--- src/rtl/lid_reg_multi.sv ---
// Latency-insensitive register with NREAD independent readers and a DEPTH-entry pending-write
// queue. Define LID_REG_MULTI_OCC_EN to expose the queue occupancy on OCC and check its bound.
module lid_reg_multi #(
  parameter int unsigned      WIDTH = 1,
  parameter logic [WIDTH-1:0] INIT  = '0,
  parameter int unsigned      DEPTH = 2,
  parameter int unsigned      NREAD = 1
) (
  input  logic                         CLK,
  input  logic                         RST_N,
  input  logic [WIDTH-1:0]             IN_WRITE,
  input  logic                         IN_WRITE_VALID,
  output logic                         IN_WRITE_CONSUMED,
  input  logic                         IN_EN_WRITE,
  input  logic                         IN_EN_WRITE_VALID,
  output logic                         IN_EN_WRITE_CONSUMED,
  output logic [WIDTH-1:0]             OUT_READ,
  output logic [NREAD-1:0]             OUT_READ_VALID,
`ifdef LID_REG_MULTI_OCC_EN
  output logic [$clog2(DEPTH+1)-1:0]   OCC,
`endif
  input  logic [NREAD-1:0]             OUT_READ_CONSUMED
);

  localparam int unsigned PW = (DEPTH > 1) ? $clog2(DEPTH) : 1;
  localparam int unsigned CW = $clog2(DEPTH + 1);

  logic             r_cur_v;
  logic [WIDTH-1:0] r_cur_d;
  logic [WIDTH-1:0] r_q_data [DEPTH];
  logic [DEPTH-1:0] r_q_en;
  logic [PW-1:0]    r_head, r_tail;
  logic [CW-1:0]    r_count;
  logic [NREAD-1:0] r_done;

  logic             w_in_v, w_full, w_enq;
  logic [NREAD-1:0] w_take;
  logic             w_retire, w_refill, w_pop, w_push, w_bypass;
  logic [PW-1:0]    w_head_nxt, w_tail_nxt;

  // Input acceptance depends only on registered count, never on reader handshakes.
  always_comb begin
    w_in_v     = IN_WRITE_VALID & IN_EN_WRITE_VALID;
    w_full     = (r_count == CW'(DEPTH));
    w_enq      = w_in_v & ~w_full;
    w_take     = OUT_READ_VALID & OUT_READ_CONSUMED;
    w_retire   = r_cur_v & (&(r_done | w_take));
    w_refill   = w_retire | ~r_cur_v;
    w_pop      = w_refill & (r_count != '0);
    w_bypass   = w_refill & (r_count == '0) & w_enq;
    w_push     = w_enq & ~w_bypass;
    w_head_nxt = (r_head == PW'(DEPTH - 1)) ? '0 : r_head + PW'(1);
    w_tail_nxt = (r_tail == PW'(DEPTH - 1)) ? '0 : r_tail + PW'(1);
  end

  assign IN_WRITE_CONSUMED    = w_in_v ? ~w_full : 1'b1;
  assign IN_EN_WRITE_CONSUMED = w_in_v ? ~w_full : 1'b1;
  assign OUT_READ             = r_cur_d;
  assign OUT_READ_VALID       = {NREAD{r_cur_v}} & ~r_done;

  always_ff @(posedge CLK) begin
    if (!RST_N) begin
      r_cur_v <= 1'b1;
      r_cur_d <= INIT;
      r_head  <= '0;
      r_tail  <= '0;
      r_count <= '0;
      r_done  <= '0;
    end else begin
      r_done <= w_retire ? '0 : (r_done | w_take);
      if (w_pop) begin
        r_cur_v <= 1'b1;
        if (r_q_en[r_head]) r_cur_d <= r_q_data[r_head];
        r_head <= w_head_nxt;
      end else if (w_bypass) begin
        r_cur_v <= 1'b1;
        if (IN_EN_WRITE) r_cur_d <= IN_WRITE;
      end else if (w_refill) begin
        r_cur_v <= 1'b0;
      end
      if (w_push) r_tail <= w_tail_nxt;
      if (w_push && !w_pop)      r_count <= r_count + CW'(1);
      else if (w_pop && !w_push) r_count <= r_count - CW'(1);
    end
  end

  // Queue storage needs no reset: entries are only read while counted.
  always_ff @(posedge CLK) begin
    if (w_push) begin
      r_q_data[r_tail] <= IN_WRITE;
      r_q_en[r_tail]   <= IN_EN_WRITE;
    end
  end

`ifdef LID_REG_MULTI_OCC_EN
  assign OCC = r_count;
`ifndef SYNTHESIS
  a_count_bound: assert property (@(posedge CLK) disable iff (!RST_N) r_count <= CW'(DEPTH));
`endif
`endif

endmodule

--- config.mk ---
export PLATFORM = sky130hd
export DESIGN_NAME = lid_reg_multi
export DESIGN_NICKNAME = d
export VERILOG_FILES = /design/src/rtl/lid_reg_multi.sv
export SDC_FILE = /design/constraint.sdc
export NUM_CORES = 1
export LEC_CHECK = 0
export CAP_MARGIN = 20
export CORE_AREA = 3 3 40 42
export DETAILED_ROUTE_END_ITERATION = 6
export DIE_AREA = 0 0 43 45
export PLACE_DENSITY = 0.76
export SLEW_MARGIN = 25
export SYNTH_ARGS = -nofsm -noshare
export SYNTH_HDL_FRONTEND = slang
export SYNTH_SLANG_ARGS = --single-unit
--- constraint.sdc ---
create_clock -name CLK -period 2.6 [get_ports CLK]
set_input_delay 0.52 -clock CLK [delete_from_list [all_inputs] [get_ports CLK]]
set_output_delay 0.52 -clock CLK [all_outputs]
set_load 0.005 [all_outputs]
==> run_summary.xml <==
<?xml version="1.0" encoding="UTF-8"?>
<metrics>
  <group name="status">
    <metric name="status" unit="">finished clean</metric>
  </group>
  <group name="die">
    <metric name="fp.dieArea" unit="um^2">1935</metric>
    <metric name="num_rows" unit="">13</metric>
    <metric name="die-width" unit="um">43</metric>
    <metric name="placeableCoreArea" unit="um^2">1285</metric>
    <metric name="initial_core_util" unit="%">44.30</metric>
    <metric name="floorplan.die.height" unit="um">45</metric>
    <metric name="boundaryPins" unit="">11</metric>
  </group>
  <group name="power">
    <metric name="cellInternalPower" unit="mW">0.2808</metric>
    <metric name="peakVddDrop" unit="uV">302.1</metric>
    <metric name="leakagePower" unit="nW">0.2475</metric>
    <metric name="comb_pwr_share" unit="%">12.4</metric>
    <metric name="power_switching" unit="mW">0.09392</metric>
    <metric name="clock_power_share" unit="%">32.6</metric>
    <metric name="sequential_group_share_of_total_power" unit="%">55.0</metric>
    <metric name="cellPowerDensity" unit="nW/um^2">539.6</metric>
    <metric name="power.share.switching" unit="%">25.06</metric>
  </group>
  <group name="logic_synthesis">
    <metric name="synth_nets" unit="">65</metric>
    <metric name="synth.distinct_cells" unit="">29</metric>
    <metric name="syn-mean-instance-area" unit="um^2">9.815</metric>
    <metric name="synth.ff_latch_count" unit="">12</metric>
    <metric name="post_synth_instance_area" unit="um^2">569.3</metric>
    <metric name="netlist_instances" unit="">58</metric>
    <metric name="yosys_warnings" unit="">0</metric>
    <metric name="yosysSeqAreaShare" unit="%">49.23</metric>
  </group>
  <group name="detailed_routing">
    <metric name="drt_first_iter_violations" unit="">8</metric>
    <metric name="dr.pass1.iters" unit="">3</metric>
    <metric name="ant_nets" unit="">0</metric>
    <metric name="detail_route.wirelength" unit="mm">1.018</metric>
    <metric name="via_count" unit="">435</metric>
    <metric name="routed_wire_length_per_instance" unit="um">12.27</metric>
    <metric name="route.detailed.drc" unit="">0</metric>
    <metric name="via_per_inst" unit="">5.241</metric>
  </group>
  <group name="cells_and_area">
    <metric name="area_growth_syn_to_layout" unit="%">21.98</metric>
    <metric name="antenna_fix_cells" unit="">0</metric>
    <metric name="layout-drive-gt1-share" unit="%">8.824</metric>
    <metric name="fill_cells" unit="">123</metric>
    <metric name="design.final.nets" unit="">76</metric>
  </group>
  <group name="global_routing">
    <metric name="grt_util_all_layers" unit="%">11.11</metric>
    <metric name="grt_overflow" unit="">0</metric>
    <metric name="antenna_violations_before_repair" unit="">0</metric>
    <metric name="first_pass_grt_wire_length" unit="mm">1.566</metric>
    <metric name="largest_net_degree_at_the_start_of_global_routing" unit="">11</metric>
    <metric name="vias_in_the_first_global_route" unit="">366</metric>
  </group>
  <group name="timing">
    <metric name="final.setup.tns" unit="ns">0</metric>
    <metric name="tightestPinTransition" unit="ns">0.5698</metric>
    <metric name="setup_violations" unit="">0</metric>
    <metric name="achievable-frequency" unit="GHz">0.4676</metric>
    <metric name="hold_slack" unit="ns">0.4686</metric>
    <metric name="rsz0062_at_grt" unit="">no</metric>
    <metric name="finalClockSkew" unit="ns">0.004206</metric>
    <metric name="timing.slew.headroom" unit="%">61.93</metric>
    <metric name="finalMaxSlewViolations" unit="">0</metric>
    <metric name="fin_crit_sh" unit="%">82.25</metric>
    <metric name="min_period" unit="ns">2.139</metric>
    <metric name="hold_viol_final" unit="">0</metric>
  </group>
  <group name="clocking">
    <metric name="tritoncts" unit="">built</metric>
    <metric name="post-cts-setup-buffers" unit="">0</metric>
    <metric name="cts_resized" unit="">0</metric>
    <metric name="cts.htree.levels" unit="">1</metric>
    <metric name="cts_made_buffers" unit="">3</metric>
    <metric name="clock_tree_buf_depth" unit="">2</metric>
    <metric name="root_buffer" unit="">clkbuf_4</metric>
    <metric name="clk_pin_slew" unit="ns">0.08</metric>
    <metric name="clock_sink_count" unit="">12</metric>
    <metric name="clkLatencyLatePin" unit="ns">0.27</metric>
    <metric name="cts-hold-fix-buffers" unit="">0</metric>
  </group>
  <group name="setup_path">
    <metric name="timing.critical_path.buf_inv" unit="">2</metric>
    <metric name="cp.arrival" unit="ns">1.62</metric>
    <metric name="worstPathCellList" unit="">clkdlybuf4s50_1, nand3_1, clkdlybuf4s50_1</metric>
    <metric name="most_frequent_cell_on_the_critical_path" unit="">clkdlybuf4s50_1</metric>
    <metric name="timing.critical_path.required" unit="ns">2.08</metric>
    <metric name="startpoint_type" unit="">input port</metric>
    <metric name="end_kind" unit="">output pin</metric>
    <metric name="worstRegToRegCells" unit="">3</metric>
    <metric name="critPathSlowestCell" unit="">clkdlybuf4s50_1</metric>
    <metric name="critPathMaxStageDelay" unit="ns">0.50</metric>
    <metric name="path_class" unit="">in2out</metric>
    <metric name="critical_path_peak_fanout" unit="">5</metric>
    <metric name="timing.critical_path.max_delay_family" unit="">buffers and inverters</metric>
    <metric name="critical_path_cell_count" unit="">3</metric>
  </group>
  <group name="place">
    <metric name="placement.io_buffers" unit="">10</metric>
    <metric name="routabilityCongestion" unit="">0.7295</metric>
    <metric name="place.detailed.hpwl" unit="um">744</metric>
  </group>
  <group name="worst_hold_path">
    <metric name="hp-class" unit="">reg2reg</metric>
    <metric name="hold_path_depth" unit="">1</metric>
  </group>
  <group name="job">
    <metric name="cap_viol_max_count" unit="">0</metric>
  </group>
</metrics>
[metrics by stage]
step / std cells / power, mW / cell area [um^2] / util, % / setup WS [ns]
floorplan: 58 / 0.2364 / 569.3 / - / 0.9974
global placement: 79 / 0.2560 / 668.1 / 52.00 / 0.4733
detailed placement: 79 / 0.2566 / 668.1 / 52.00 / 0.4635
CTS: 83 / 0.3763 / 694.4 / 54.04 / 0.4627
global route: 83 / 0.3899 / 694.4 / 54.04 / 0.3780
finish: 83 / 0.3747 / 694.4 / 54.04 / 0.4615
[power by group through the flow]
stage / Sequential [mW] / Clock (mW) / Combinational, mW
floorplan: 0.207 / 0 / 0.0289
global placement: 0.210 / 0 / 0.0458
detailed placement: 0.210 / 0 / 0.0462
CTS: 0.206 / 0.124 / 0.0467
global route: 0.207 / 0.132 / 0.0507
finish: 0.206 / 0.122 / 0.0465
[worst register-to-register path, cell delays in order, from the launching register on]
cell	delay, ns
dfxtp_1	0.38
or3b_1	0.45
or3_1	0.35
a221oi_2	0.23
[logic make-up after synthesis]
group                     synth area share [%]
DFF                                      49.23
buffers and inverters                    4.836
muxes                                    5.275
and+or+nand+nor                          22.64
AOI/OAI and AO/OA                        16.49
xor gates and xnor gates                 1.539
[path summary, 6_finish.rpt]
kind | startpoint | end | slack [ns]
setup / recovery | IN_WRITE_VALID | IN_EN_WRITE_CONSUMED | 0.46
hold / removal | r_cur_v | r_done | 0.47
setup reg to reg | r_cur_v | r_count[0] | 1.12
hold reg to reg | r_cur_v | r_done | 0.47
[routing by layer]
metal  wire length, um  up-vias  GRT usage (%)  part of all wire [%]
met5                 0        -              0                     0
met4                 0        0          1.807                     0
met3                72        0          6.375                   7.1
met2               400       13          15.57                    39
met1               545      189          15.17                    54
li1                  -      233              -                     -
[registers in the layout (all words and copies together), names as in the netlist, named ones only]
signal,count
OUT_READ,1
r_cur_v,1
r_done,1
r_count,2
r_head,1
r_q_data,2
r_tail,1
r_q_en,2
[layout by cell type (no fill, tap or decap), types with 3 or more instances in the layout]
master,netlist,layout
a21oi_1,4,4
edfxtp_1,4,4
clkbuf_4,0,3
dfxtp_1,8,8
nand2_1,5,5
clkdlybuf4s50_1,0,10
mux2i_1,3,3
nor2_1,5,5
[area by class of cell]
class                           count  area, um^2  area share [%]
Timing Repair Buffer               10       100.1           14.41
Sequential cell                    12       280.3           40.36
Multi-Input combinational cell     40       261.5           37.66
Inverter                            2       7.507           1.081
Clock buffer                        3       22.52           3.243
Tap cell                           15       18.77           2.703
Clock inverter                      1       3.754          0.5405
[synth_stat cells]
cell	instances	share of area (%)
inv_1	2	1.3
a311oi_1	1	1.5
o211ai_1	1	1.3
nor3b_1	1	1.3
or3_1	2	2.2
nand4_1	1	1.1
clkbuf_2	1	0.88
nand2_1	5	3.3
nand3_1	2	1.8
nor2b_1	2	2.2
o32ai_1	1	1.5
or2_2	1	1.1
edfxtp_1	4	21
o21bai_1	1	1.3
or3b_1	1	1.5
a221oi_2	1	2.6
or3b_2	1	1.5
buf_4	1	1.3
and4b_1	1	1.8
a211oi_1	1	1.3
mux2i_1	3	5.3
o21ai_0	2	1.8
nor4b_1	1	1.5
clkbuf_1	2	1.3
xnor2_1	1	1.5
nor2_1	5	3.3
dfxtp_1	8	28
o2bb2ai_1	1	1.5
a21oi_1	4	3.5
(Power assumes the default switching activity.)
